--- src/rtl/gray_counter_ud_pkg.sv ---
// rtl/gray_counter_ud_pkg.sv - shared Gray-code helpers, direction encoding and step-select enum
package gray_counter_ud_pkg;

    localparam int GRAY_MAXW = 32;

    localparam logic DIR_UP = 1'b1;
    localparam logic DIR_DN = 1'b0;

    typedef enum logic [1:0] {
        OP_HOLD = 2'd0,
        OP_LOAD = 2'd1,
        OP_STEP = 2'd2,
        OP_SAT  = 2'd3
    } step_op_e;

    // Operands are zero-extended to GRAY_MAXW, so any WIDTH <= 32 slices back cleanly
    function automatic logic [GRAY_MAXW-1:0] bin2gray(input logic [GRAY_MAXW-1:0] bin);
        return bin ^ (bin >> 1);
    endfunction

    function automatic logic [GRAY_MAXW-1:0] gray2bin(input logic [GRAY_MAXW-1:0] gray);
        logic [GRAY_MAXW-1:0] bin;
        bin[GRAY_MAXW-1] = gray[GRAY_MAXW-1];
        for (int i = GRAY_MAXW - 2; i >= 0; i--) begin
            bin[i] = bin[i+1] ^ gray[i];
        end
        return bin;
    endfunction

endpackage

--- src/rtl/gray_counter_ud_encode.sv ---
// rtl/gray_counter_ud_encode.sv - combinational binary to Gray encoder (module gray_encode)
module gray_encode
    import gray_counter_ud_pkg::*;
#(
    parameter int WIDTH = 4
) (
    input  logic [WIDTH-1:0] bin_i,
    output logic [WIDTH-1:0] gray_o
);

    assign gray_o = WIDTH'(bin2gray(32'(bin_i)));

endmodule

--- src/rtl/gray_counter_ud.sv ---
// rtl/gray_counter_ud.sv - up/down Gray counter with load and tc; GRAY_COUNTER_SAT_EN selects saturation
module gray_counter_ud
    import gray_counter_ud_pkg::*;
#(
    parameter int               WIDTH   = 4,
    parameter logic [WIDTH-1:0] RST_VAL = '0
) (
    input  logic             clk,
    input  logic             rst_n,
    input  logic             en,
    input  logic             up_dn,
    input  logic             load,
    input  logic [WIDTH-1:0] load_val,
    output logic [WIDTH-1:0] b,
    output logic [WIDTH-1:0] q,
    output logic             tc
);

    logic [WIDTH-1:0] b_q, b_d;
    logic [WIDTH-1:0] q_q, q_d;
    logic             at_end;
    step_op_e         op;

    assign at_end = (up_dn == DIR_UP) ? (&b_q) : (b_q == '0);

    always_comb begin
        op = OP_HOLD;
        if (load) begin
            op = OP_LOAD;
        end else if (en) begin
`ifdef GRAY_COUNTER_SAT_EN
            op = at_end ? OP_SAT : OP_STEP;
`else
            op = OP_STEP;
`endif
        end
    end

    always_comb begin
        b_d = b_q;
        case (op)
            OP_LOAD: b_d = load_val;
            OP_STEP: b_d = (up_dn == DIR_UP) ? (b_q + WIDTH'(1)) : (b_q - WIDTH'(1));
            default: b_d = b_q;
        endcase
    end

    // Gray image is derived from the next binary value so both registers move on the same edge
    gray_encode #(.WIDTH(WIDTH)) u_enc (
        .bin_i  (b_d),
        .gray_o (q_d)
    );

    always_ff @(posedge clk or negedge rst_n) begin
        if (!rst_n) begin
            b_q <= RST_VAL;
            q_q <= WIDTH'(bin2gray(32'(RST_VAL)));
        end else begin
            b_q <= b_d;
            q_q <= q_d;
        end
    end

    assign b  = b_q;
    assign q  = q_q;
    assign tc = rst_n & en & ~load & at_end;

endmodule

--- config.mk ---
export PLATFORM = sky130hd
export DESIGN_NAME = gray_counter_ud
export DESIGN_NICKNAME = d
export VERILOG_FILES = /design/src/rtl/gray_counter_ud_pkg.sv /design/src/rtl/gray_counter_ud_encode.sv /design/src/rtl/gray_counter_ud.sv
export SDC_FILE = /design/constraint.sdc
export NUM_CORES = 1
export LEC_CHECK = 0
export BUFFER_PORTS_ARGS = -buffer_cell sky130_fd_sc_hd__buf_2
export CAP_MARGIN = 20
export CORE_AREA = 2 2 39 41
export CTS_BUF_LIST = sky130_fd_sc_hd__clkbuf_8
export DETAILED_ROUTE_END_ITERATION = 8
export DIE_AREA = 0 0 41 43
export GPL_ROUTABILITY_DRIVEN = 0
export PLACE_DENSITY = 0.61
export RECOVER_POWER = 25
export SLEW_MARGIN = 20
export SYNTH_ARGS = -nofsm -noshare
export SYNTH_HDL_FRONTEND = slang
export SYNTH_SLANG_ARGS = --single-unit
--- constraint.sdc ---
create_clock -name clk -period 2 [get_ports clk]
set_input_delay 0.1 -clock clk [delete_from_list [all_inputs] [get_ports clk]]
set_output_delay 0.1 -clock clk [all_outputs]
set_load 0.02 [all_outputs]
==> results.ini, run 1 <==
[yosys]
syn-cell-area_um2=439
synth_seq_cells=7
synth.distinct_cells=22
synthCells=44
netlist.top_cell.by_area=dfrtp_1
yosysWarnings=0
ys_seq_area_share_pct=39.9
synthTopCellsByArea=dfrtp_1 (40%), xnor2_1 (10%), ha_1 (5.7%), fa_1 (4.6%), o21ai_0 (3.4%)
syn_avg_cell_area_um2=9.98
syn_nets=56
synth_top_area_share_pct=39.9

[floorplanning]
num_io_pins=18
rows=14
start_util_pct=31.7
die_width_um=41
core_area_um2=1380
die_h_um=43
dieArea_um2=1760

[global_route]
track_usage_pct=12.7
grt_first_pass_wirelength_um=1410
grt_pass1_vias=337
antenna_found_initial=0
grt_max_degree=9
overflow=0

[setup_path]
critPathSlowestCell=fa_1
cpMostUsedCell=xnor2_1
rr_startpoint=b[1]$_DFF_PN0_
critPathArrivalTime_ns=1.89
timing.critical_path.slowest_cell_delay_ns=0.40
cp_max_fo=4
r2r_cells=6
rrSetupSlack_ns=0.20
required_ns=2.09
path_cells=inv_1, fa_1, xnor2_1, mux2_2, mux2i_1, xnor2_1
path_class=flip-flop to flip-flop
endpoint_kind=flip-flop
start_kind=flip-flop
rr_endpoint=q[1]$_DFF_PN0_

[clock_tree]
htree_levels=1
clk_pin_slew_ns=0.04
cts.sinks=7
root_buffer=clkbuf_8
insertion_delay_ns=0.22
cts_setup_buffers=0
cts_buffers=3
cts_tree=built
clock_path_buffers=2

[timing]
period_needed_ns=1.80
slew_headroom_pct=73.9
finalHoldViolCount=0
finalCritPeriodShare_pct=90.0
fin_hold_ws_ns=0.164
setup_viol=0
worst_pin_slew_ns=0.392
slew_viol_final=0
rsz0062_at_grt=no
setup_tns_ns=0
max_freq_mhz=556
finClkSkew_ns=0.00164

[finish]
layout_commonest_cell=buf_2
nets=78
stdcell_count=81
diodes=0
area_delta_synth_final_pct=34.5
post-route-util_pct=42.7
drive_above_1_share_pct=33.8
layout_common_cells=buf_2 (16), dfrtp_1 (7), xnor2_1 (5), inv_1 (5), nand2_1 (4)

[route]
num_vias=368
final_antenna_net_count=0
wl_um=856
initialDrtViolationCount=4
route.met3.wl_um=31
wl_met2_um=413
drc=0
top_layer=met4
routedLengthMet1_um=380
routed_via_density=4.54
drtPass1Iterations=4
wire_per_inst_um=10.6

[place]
portBuffers=17
dp_hpwl_um=690
dp_cells=76

[pwr]
power_density_nw_per_um2=1020
ir_drop_mv=0.398
p_leak_nw=0.289

[run_status]
status=complete, no violations

[worst_hold_path]
worst_hold_startpoint=load_val[0]
hold-path-endpoint=b[0]$_DFF_PN0_
hold_path_class=input port to flip-flop
hold_depth=3

[job]
maxCapViolCount=0

[layer usage]
metal	up-vias	track usage (%)
met2	11	16.9
met1	164	15.9
met5	-	0
met4	0	12.0
met3	4	3.14
li1	189	-
[metrics by stage]
step | instance area, um2 | setup slack [ns] | power, mW
2_1_floorplan | 439 | 0.104 | 0.346
3_3_place_gp | 537 | 0.246 | 0.410
3_5_place_dp | 537 | 0.219 | 0.412
4_1_cts | 592 | 0.204 | 0.611
5_1_grt | 591 | 0.0947 | 0.645
6_report | 591 | 0.200 | 0.600
[synth_stat cells]
cell	n
nor4_1	1
or3_4	1
dfrtp_1	7
nand4_1	1
nand2_1	4
xor2_1	1
fa_1	1
nor3b_1	1
nor2_1	1
o21ai_0	3
mux2_2	1
nand2b_1	2
and4b_1	1
xnor2_1	5
nand3_1	1
a21oi_1	2
ha_1	2
inv_1	4
mux2i_1	1
o21ai_1	1
a211oi_1	1
buf_4	2
[cell families after synthesis]
| logic type | count (synthesis) | synth area share, % |
|---|---|---|
| and+or+nand+nor | 13 | 17.7 |
| AOI/OAI and AO/OA | 7 | 8.55 |
| DFF | 7 | 39.9 |
| xor gates and xnor gates | 6 | 12.0 |
| buffers and inverters | 6 | 6.84 |
| adders and majority gates | 3 | 10.3 |
| muxes | 2 | 4.84 |
[area by class of cell]
type | instances | area (um2)
fill | 142 | 793
clock inverter | 1 | 3.75
tap | 16 | 20.0
timing repair buffer | 19 | 101
clock buffer | 3 | 41.3
multi-input combinational | 31 | 234
sequential | 7 | 175
inverter | 4 | 15.0
[power by group]
group / leakage [nW] / total, mW / switching, mW / internal [mW]
Combinational: 0.179 / 0.214 / 0.124 / 0.0896
Sequential: 0.0826 / 0.194 / 0.0188 / 0.176
Clock: 0.0269 / 0.192 / 0.0592 / 0.132
Total: 0.289 / 0.600 / 0.202 / 0.398
[worst max-delay path, delay by kind of cell, from the launching register on]
kind / cells / cell delay (ns)
XOR/XNOR: 2 / 0.26
adder cells (fa/ha/maj): 1 / 0.40
flip-flops: 1 / 0.37
multiplexers: 2 / 0.54
buffers and inverters: 1 / 0.09
[timing repair]
item / 4_1_cts / 5_1_grt
gates resized for setup: 0 / 0
hold buffers: 1 / 0
endpoints found under the hold margin: 7 / 0
[state kept, by name, indices dropped and copies added (netlist names)]
name / flops
q: 3
b: 4
[worst max path at each step]
| stage | from | endpoint | slack, ns | depth (start not counted) |
|---|---|---|---|---|
| global placement | b[1]$_DFF_PN0_ | q[1]$_DFF_PN0_ | 0.25 | 6 |
| detailed placement | b[1]$_DFF_PN0_ | q[1]$_DFF_PN0_ | 0.22 | 6 |
| global route | b[1]$_DFF_PN0_ | q[1]$_DFF_PN0_ | 0.09 | 6 |
| CTS | b[1]$_DFF_PN0_ | q[1]$_DFF_PN0_ | 0.20 | 6 |
| floorplan | b[0]$_DFF_PN0_ | q[1]$_DFF_PN0_ | 0.10 | 6 |
| finish | b[1]$_DFF_PN0_ | q[1]$_DFF_PN0_ | 0.20 | 6 |
Note: power is estimated with default switching activity, not from simulation.
==> run 2: changes to the inputs <==
Settings changed: SYNTH_HIERARCHICAL from default to 1.
==> run 2 against run 1 <==
Compared with the run above: flip-flop and latch count increased by 1; critical path depth unchanged; maximum frequency decreased by 1.8%; via count increased by 14%; sequential power increased by 15%; worst hold slack got worse by 0.0091 ns; register-to-register slack got worse by 0.03 ns; clock skew decreased by 0.00060 ns; non-clock buffer count unchanged; synthesized cell count increased by 9.1%; sequential share of layout area increased by 2.1 points; utilization increased by 2.8 points.
==> results.ini, run 2 <==
[yosys]
syn-cell-area_um2=489  ; +11%
synthArstFlopShare_pct=100  ; unchanged
synthTopCellsByCount=dfrtp_1 (8), nand2_1 (5), o21ai_0 (4), inv_1 (3), xor2_1 (3)
synth.most_common_cell=dfrtp_1
synthTopCellsByArea=dfrtp_1 (41%), xor2_1 (5.4%), ha_1 (5.1%), fa_1 (4.1%), mux2i_1 (4.1%)
synthCells=48  ; +9.1%
syn_nets=60  ; +7.1%
synthFlopType=dfrtp_1
synth_edf_count=0  ; unchanged
syn_avg_cell_area_um2=10.2  ; +2.1%
synth_seq_cells=8  ; +1
synth_top_area_share_pct=40.9  ; +1.0 points
netlist.top_cell.by_area=dfrtp_1
yosysWarnings=6  ; +6
ys_seq_area_share_pct=40.9  ; +1.0 points
synth.distinct_cells=26  ; +18%

[clock_tree]
root_buffer=clkbuf_8
cts_tree=built
cts_buffers=3  ; unchanged
cts.sinks=8  ; +1
clock_path_buffers=2  ; unchanged
cts_hold_buf=1  ; unchanged
cts_setup_buffers=0  ; unchanged
clk_pin_slew_ns=0.04  ; about the same
htree_levels=1  ; unchanged
post_cts_resized=0  ; unchanged
insertion_delay_ns=0.23  ; about the same

[timing]
fin_hold_ws_ns=0.155  ; -0.00909 ns
slew_headroom_pct=71.3  ; -2.5 points
max_freq_mhz=546  ; -1.8%
setup_viol=0  ; unchanged
rsz0062_at_grt=no
slew_viol_final=0  ; unchanged
finClkSkew_ns=0.00105  ; -0.000597 ns
finalCritPeriodShare_pct=91.6  ; +1.6 points
setup_tns_ns=0  ; unchanged
finalHoldViolCount=0  ; unchanged
period_needed_ns=1.83  ; +0.0322 ns
worst_pin_slew_ns=0.430  ; +0.0381 ns

[pwr]
ir_drop_mv=0.479  ; +20%
total_power_mw=0.608  ; +1.4%
p_leak_nw=0.311  ; +7.6%
power_density_nw_per_um2=967  ; -4.9%

[setup_path]
cp_top_family=flip-flops
critPathSlowestCell=dfrtp_1
cp_max_fo=7  ; +3
required_ns=2.15  ; +0.06 ns
path_class=flip-flop to flip-flop
path_depth=6  ; unchanged
critPathBufInv=1  ; unchanged
start_kind=flip-flop
critPathArrivalTime_ns=1.98  ; +0.09 ns
r2r_cells=6  ; unchanged
path_cells=inv_1, fa_1, xnor2_1, mux2i_1, o21ai_0, xor2_1
endpoint_kind=flip-flop
timing.critical_path.slowest_cell_delay_ns=0.44  ; +0.04 ns

[route]
num_vias=419  ; +14%
initialDrtViolationCount=1  ; -3
routed_via_density=5.05  ; +11%
wl_um=986  ; +15%
final_antenna_net_count=0  ; unchanged
wire_per_inst_um=11.9  ; +12%
drtPass1Iterations=2  ; -2
drc=0  ; unchanged

[finish]
seqCellArea_um2=200  ; +14%
layout_commonest_cell=buf_2
design_area_um2=629  ; +6.6%
area_delta_synth_final_pct=28.6
diodes=0  ; unchanged
drive_above_1_share_pct=29.9  ; -4.0 points
fillCellCount=144  ; +1.4%
multi_input_area_um2=255  ; +9.1%
layout_common_cells=buf_2 (16), dfrtp_1 (8), nand2_1 (5), o21ai_0 (4)
nets=81  ; +3.8%

[global_route]
track_usage_pct=14.4  ; +1.6 points
grt_pass1_vias=405  ; +20%
overflow=0  ; unchanged
grt_first_pass_wirelength_um=1630  ; +15%
grt_max_degree=14  ; +5
antenna_found_initial=0  ; unchanged

[floorplanning]
dieArea_um2=1760  ; unchanged
rows=14  ; unchanged
num_io_pins=18  ; unchanged
start_util_pct=35.4  ; +3.6 points
die_width_um=41  ; unchanged
core_area_um2=1380  ; unchanged
die_h_um=43  ; unchanged

[place]
portBuffers=17  ; unchanged
dpl-instance-area_um2=579  ; +7.9%
dp_hpwl_um=776  ; +12%

[run_status]
status=complete, no violations

[job]
maxCapViolCount=0  ; unchanged

[worst_hold_path]
hold_depth=3  ; unchanged
hold_path_class=input port to flip-flop

run 2: logic make-up after synthesis:
| group | count (synthesis) | share of synthesized area, % |
|---|---|---|
| flip-flops | 8 | 40.9 |
| AO/OA/AOI/OAI | 9 | 12.0 |
| buffers and inverters | 6 | 6.90 |
| AND/OR/NAND/NOR | 15 | 17.9 |
| multiplexers | 2 | 4.09 |
| XOR/XNOR | 5 | 8.95 |
| adder cells (fa/ha/maj) | 3 | 9.21 |
run 2: metrics by stage:
| step | worst slack [ns] | std cells | util [%] |
|---|---|---|---|
| final | 0.168 | 83 | 45.5 |
| after global routing | 0.00172 | 83 | 45.5 |
| after CTS | 0.153 | 83 | 45.6 |
| after detailed placement | 0.188 | 79 | 41.9 |
| after global placement | 0.212 | 79 | 41.9 |
| after floorplan | 0.161 | 48 | - |
run 2: path summary, 6_finish.rpt:
kind | from | end | slack [ns]
worst min register to register | b[3]$_DFF_PN0_ | b[3]$_DFF_PN0_ | 0.74
min in group asynchronous | rst_n | b[2]$_DFF_PN0_ | 0.32
worst max register to register | b[0]$_DFF_PN0_ | q[1]$_DFF_PN0_ | 0.17
worst max-delay path | b[0]$_DFF_PN0_ | q[1]$_DFF_PN0_ | 0.17
max in group asynchronous | rst_n | b[1]$_DFF_PN0_ | 1.38
worst min-delay path | load_val[0] | b[0]$_DFF_PN0_ | 0.15
run 2: per-layer routing:
| layer | track usage, % | part of all wire [%] |
|---|---|---|
| met5 | 0 | 0 |
| met4 | 10.0 | 2.8 |
| met3 | 3.14 | 5.0 |
| met1 | 16.6 | 41 |
| met2 | 22.2 | 51 |
run 2: worst register-to-register path: stages, from the launching register on:
cell     delay [ns]
dfrtp_1        0.44
inv_1          0.09
fa_1           0.43
xnor2_1        0.16
mux2i_1        0.08
o21ai_0        0.35
xor2_1         0.19
run 2: cell type report:
cell class	count	share of cell area [%]
inverters	3	1.79
clock buffers	3	6.56
well taps	16	3.18
repair buffers	19	16.1
multi-input cells	34	40.6
flip-flops and latches	8	31.8
run 2: report_power, final:
| group | switching (mW) | total (mW) | internal [mW] |
|---|---|---|---|
| combinational | 0.118 | 0.197 | 0.0790 |
| clock | 0.0587 | 0.189 | 0.130 |
| sequential | 0.0256 | 0.223 | 0.197 |
| total | 0.202 | 0.608 | 0.406 |
==> run 3: changes to the inputs <==
Settings changed: PLACE_DENSITY 0.61 to 0.64.
Clock period 2 ns to 1.54 ns, I/O delays scaled along.
==> run 3 against run 2 <==
Compared with the run above: the flow now finishes with violations (setup timing); sequential share of layout area shrank 5.3 points; sequential power grew 26%; die area is the same; register-to-register slack lost 0.16 ns; final cell count grew 12%; clock skew grew 0.0043 ns; global-route usage grew 1.2 points; combinational power grew 88%; clock power grew 33%; wire length grew 18%; critical path depth shrank 1; critical endpoint is now tc; largest power group is now combinational cells.
==> results.ini, run 3 (synthesis gave the netlist of run 2 again) <==
[run_status]
status=finished with violations
violations=setup timing

[route]
wire_per_inst_um=12.5  ; +5.5%
num_vias=460  ; +9.8%
initialDrtViolationCount=6  ; +5
wl_um=1170  ; +18%
final_antenna_net_count=0  ; unchanged
drc=0  ; unchanged
drtPass1Iterations=4  ; +2
routed_via_density=4.95  ; -2.0%

[setup_path]
endpoint_kind=output pin
path_cells=buf_6, nor4_4, mux2i_1, nor3_1, buf_2
timing.critical_path.slowest_cell_delay_ns=0.40  ; -0.04 ns
critPathArrivalTime_ns=1.47  ; -0.51 ns
worstSetupStartpoint=b[3]$_DFF_PN0_
cp_max_fo=6  ; -1
required_ns=1.46  ; -0.69 ns
start_kind=flip-flop
endpoint=tc
critPathSlowestCell=dfrtp_2
path_class=flip-flop to output pin
rr_endpoint=q[1]$_DFF_PN0_
rrSetupSlack_ns=0.01  ; -0.16 ns
rr_startpoint=b[1]$_DFF_PN0_
r2r_cells=6  ; unchanged

[clock_tree]
cts_tree=built
cts.sinks=8  ; unchanged
clock_path_buffers=2  ; unchanged
clk_pin_slew_ns=0.04  ; about the same
htree_levels=1  ; unchanged
root_buffer=clkbuf_8
insertion_delay_ns=0.23  ; about the same
cts_buffers=3  ; unchanged

[global_route]
grt_first_pass_wirelength_um=1830  ; +12%
antenna_found_initial=0  ; unchanged
track_usage_pct=15.6  ; +1.2 points
grt_busiest_layer=met1
overflow=0  ; unchanged
grtUsageMet3_pct=3.14  ; unchanged
grt_max_degree=13  ; -1
grt_use_met1_pct=22.0  ; +5.4 points
grt_pass1_vias=460  ; +14%
use_met2_pct=21.9  ; -0.31 points

[floorplanning]
core_area_um2=1380  ; unchanged
dieArea_um2=1760  ; unchanged
die_width_um=41  ; unchanged
start_util_pct=35.4  ; unchanged
num_io_pins=18  ; unchanged
rows=14  ; unchanged
die_h_um=43  ; unchanged

[finish]
layout_common_cells=buf_2 (16), buf_4 (8), dfrtp_1 (5), nand2_1 (4)
nets=90  ; +11%
drive_above_1_share_pct=55.8  ; +26 points
stdcell_count=93  ; +12%
diodes=0  ; unchanged
design_area_um2=768  ; +22%
fillCellCount=142  ; -1.4%
layout_commonest_cell=buf_2
area_delta_synth_final_pct=57.0

[timing]
slew_headroom_pct=69.7  ; -1.7 points
period_needed_ns=1.54
finalHoldViolCount=0  ; unchanged
finalCritPeriodShare_pct=100
max_freq_mhz=648
slew_viol_final=0  ; unchanged
worst_slack_ns=-0.00313  ; -0.171 ns
finClkSkew_ns=0.00533  ; +0.00429 ns
rsz0062_at_grt=yes
setup_viol=1  ; +1
fin_hold_ws_ns=0.113  ; -0.0421 ns
setup_tns_ns=-0.00313  ; -0.00313 ns
worst_pin_slew_ns=0.455  ; +0.0249 ns

[pwr]
ir_drop_mv=0.650  ; +36%
p_leak_nw=0.373  ; +20%
power_density_nw_per_um2=1180  ; +22%

[place]
dp_slack_ns=-0.0128  ; -0.200 ns
dpl-instance-area_um2=648  ; +12%
dp_hpwl_um=810  ; +4.5%
dp_cells=84  ; +6.3%
portBuffers=17  ; unchanged

[worst_hold_path]
worst_hold_startpoint=load_val[2]
hold_depth=3  ; unchanged
hold_path_class=input port to flip-flop

[job]
maxCapViolCount=0  ; unchanged

[run 3: cell type report]
class                   instances  area, um2  area share (%)
multi-input cells              34        312            40.6
flip-flops and latches          8        204            26.5
repair buffers                 28        176            23.0
clock buffers                   3       41.3            5.37
well taps                      16       20.0            2.61
inverters                       3       11.3            1.47
clock inverters                 1       3.75           0.489
[run 3: repair_timing]
item / in CTS / in global routing
resized for setup: 1 / 6
pin swaps: 2 / 8
hold buffers: 1 / 0
setup buffers: 1 / 3
endpoints found under the setup margin: 4 / 4
endpoints found under the hold margin: 8 / 0
[run 3: report_power, final]
| part | internal (mW) | switching [mW] |
|---|---|---|
| logic | 0.170 | 0.201 |
| clock network | 0.172 | 0.0787 |
| registers | 0.258 | 0.0235 |
| total | 0.600 | 0.303 |
[run 3: worst min path at each step]
stage | endpoint | slack (ns)
floorplan | b[0]$_DFF_PN0_ | -0.22
global placement | q[3]$_DFF_PN0_ | -0.07
detailed placement | b[2]$_DFF_PN0_ | -0.07
finish | b[2]$_DFF_PN0_ | 0.11
global route | b[2]$_DFF_PN0_ | 0.13
CTS | b[2]$_DFF_PN0_ | 0.11
[run 3: stage by stage]
step                      total power [mW]  util, %
after floorplan                      0.484        -
after global placement               0.590     46.8
after detailed placement             0.591     46.8
after CTS                            0.862     51.8
after global routing                 0.972     55.5
final                                0.903     55.5
[run 3: per-layer routing]
metal,up-vias,share of wire [%]
li1,228,-
met1,222,44
met2,10,52
met3,0,3.8
met4,0,0
met5,-,0
[run 3: worst max-delay path: cells and delay by family, from the launching register on]
kind                   cells  cell delay (ns)
DFF                        1             0.40
muxes                      1             0.12
buffers and inverters      2             0.32
and+or+nand+nor            2             0.41
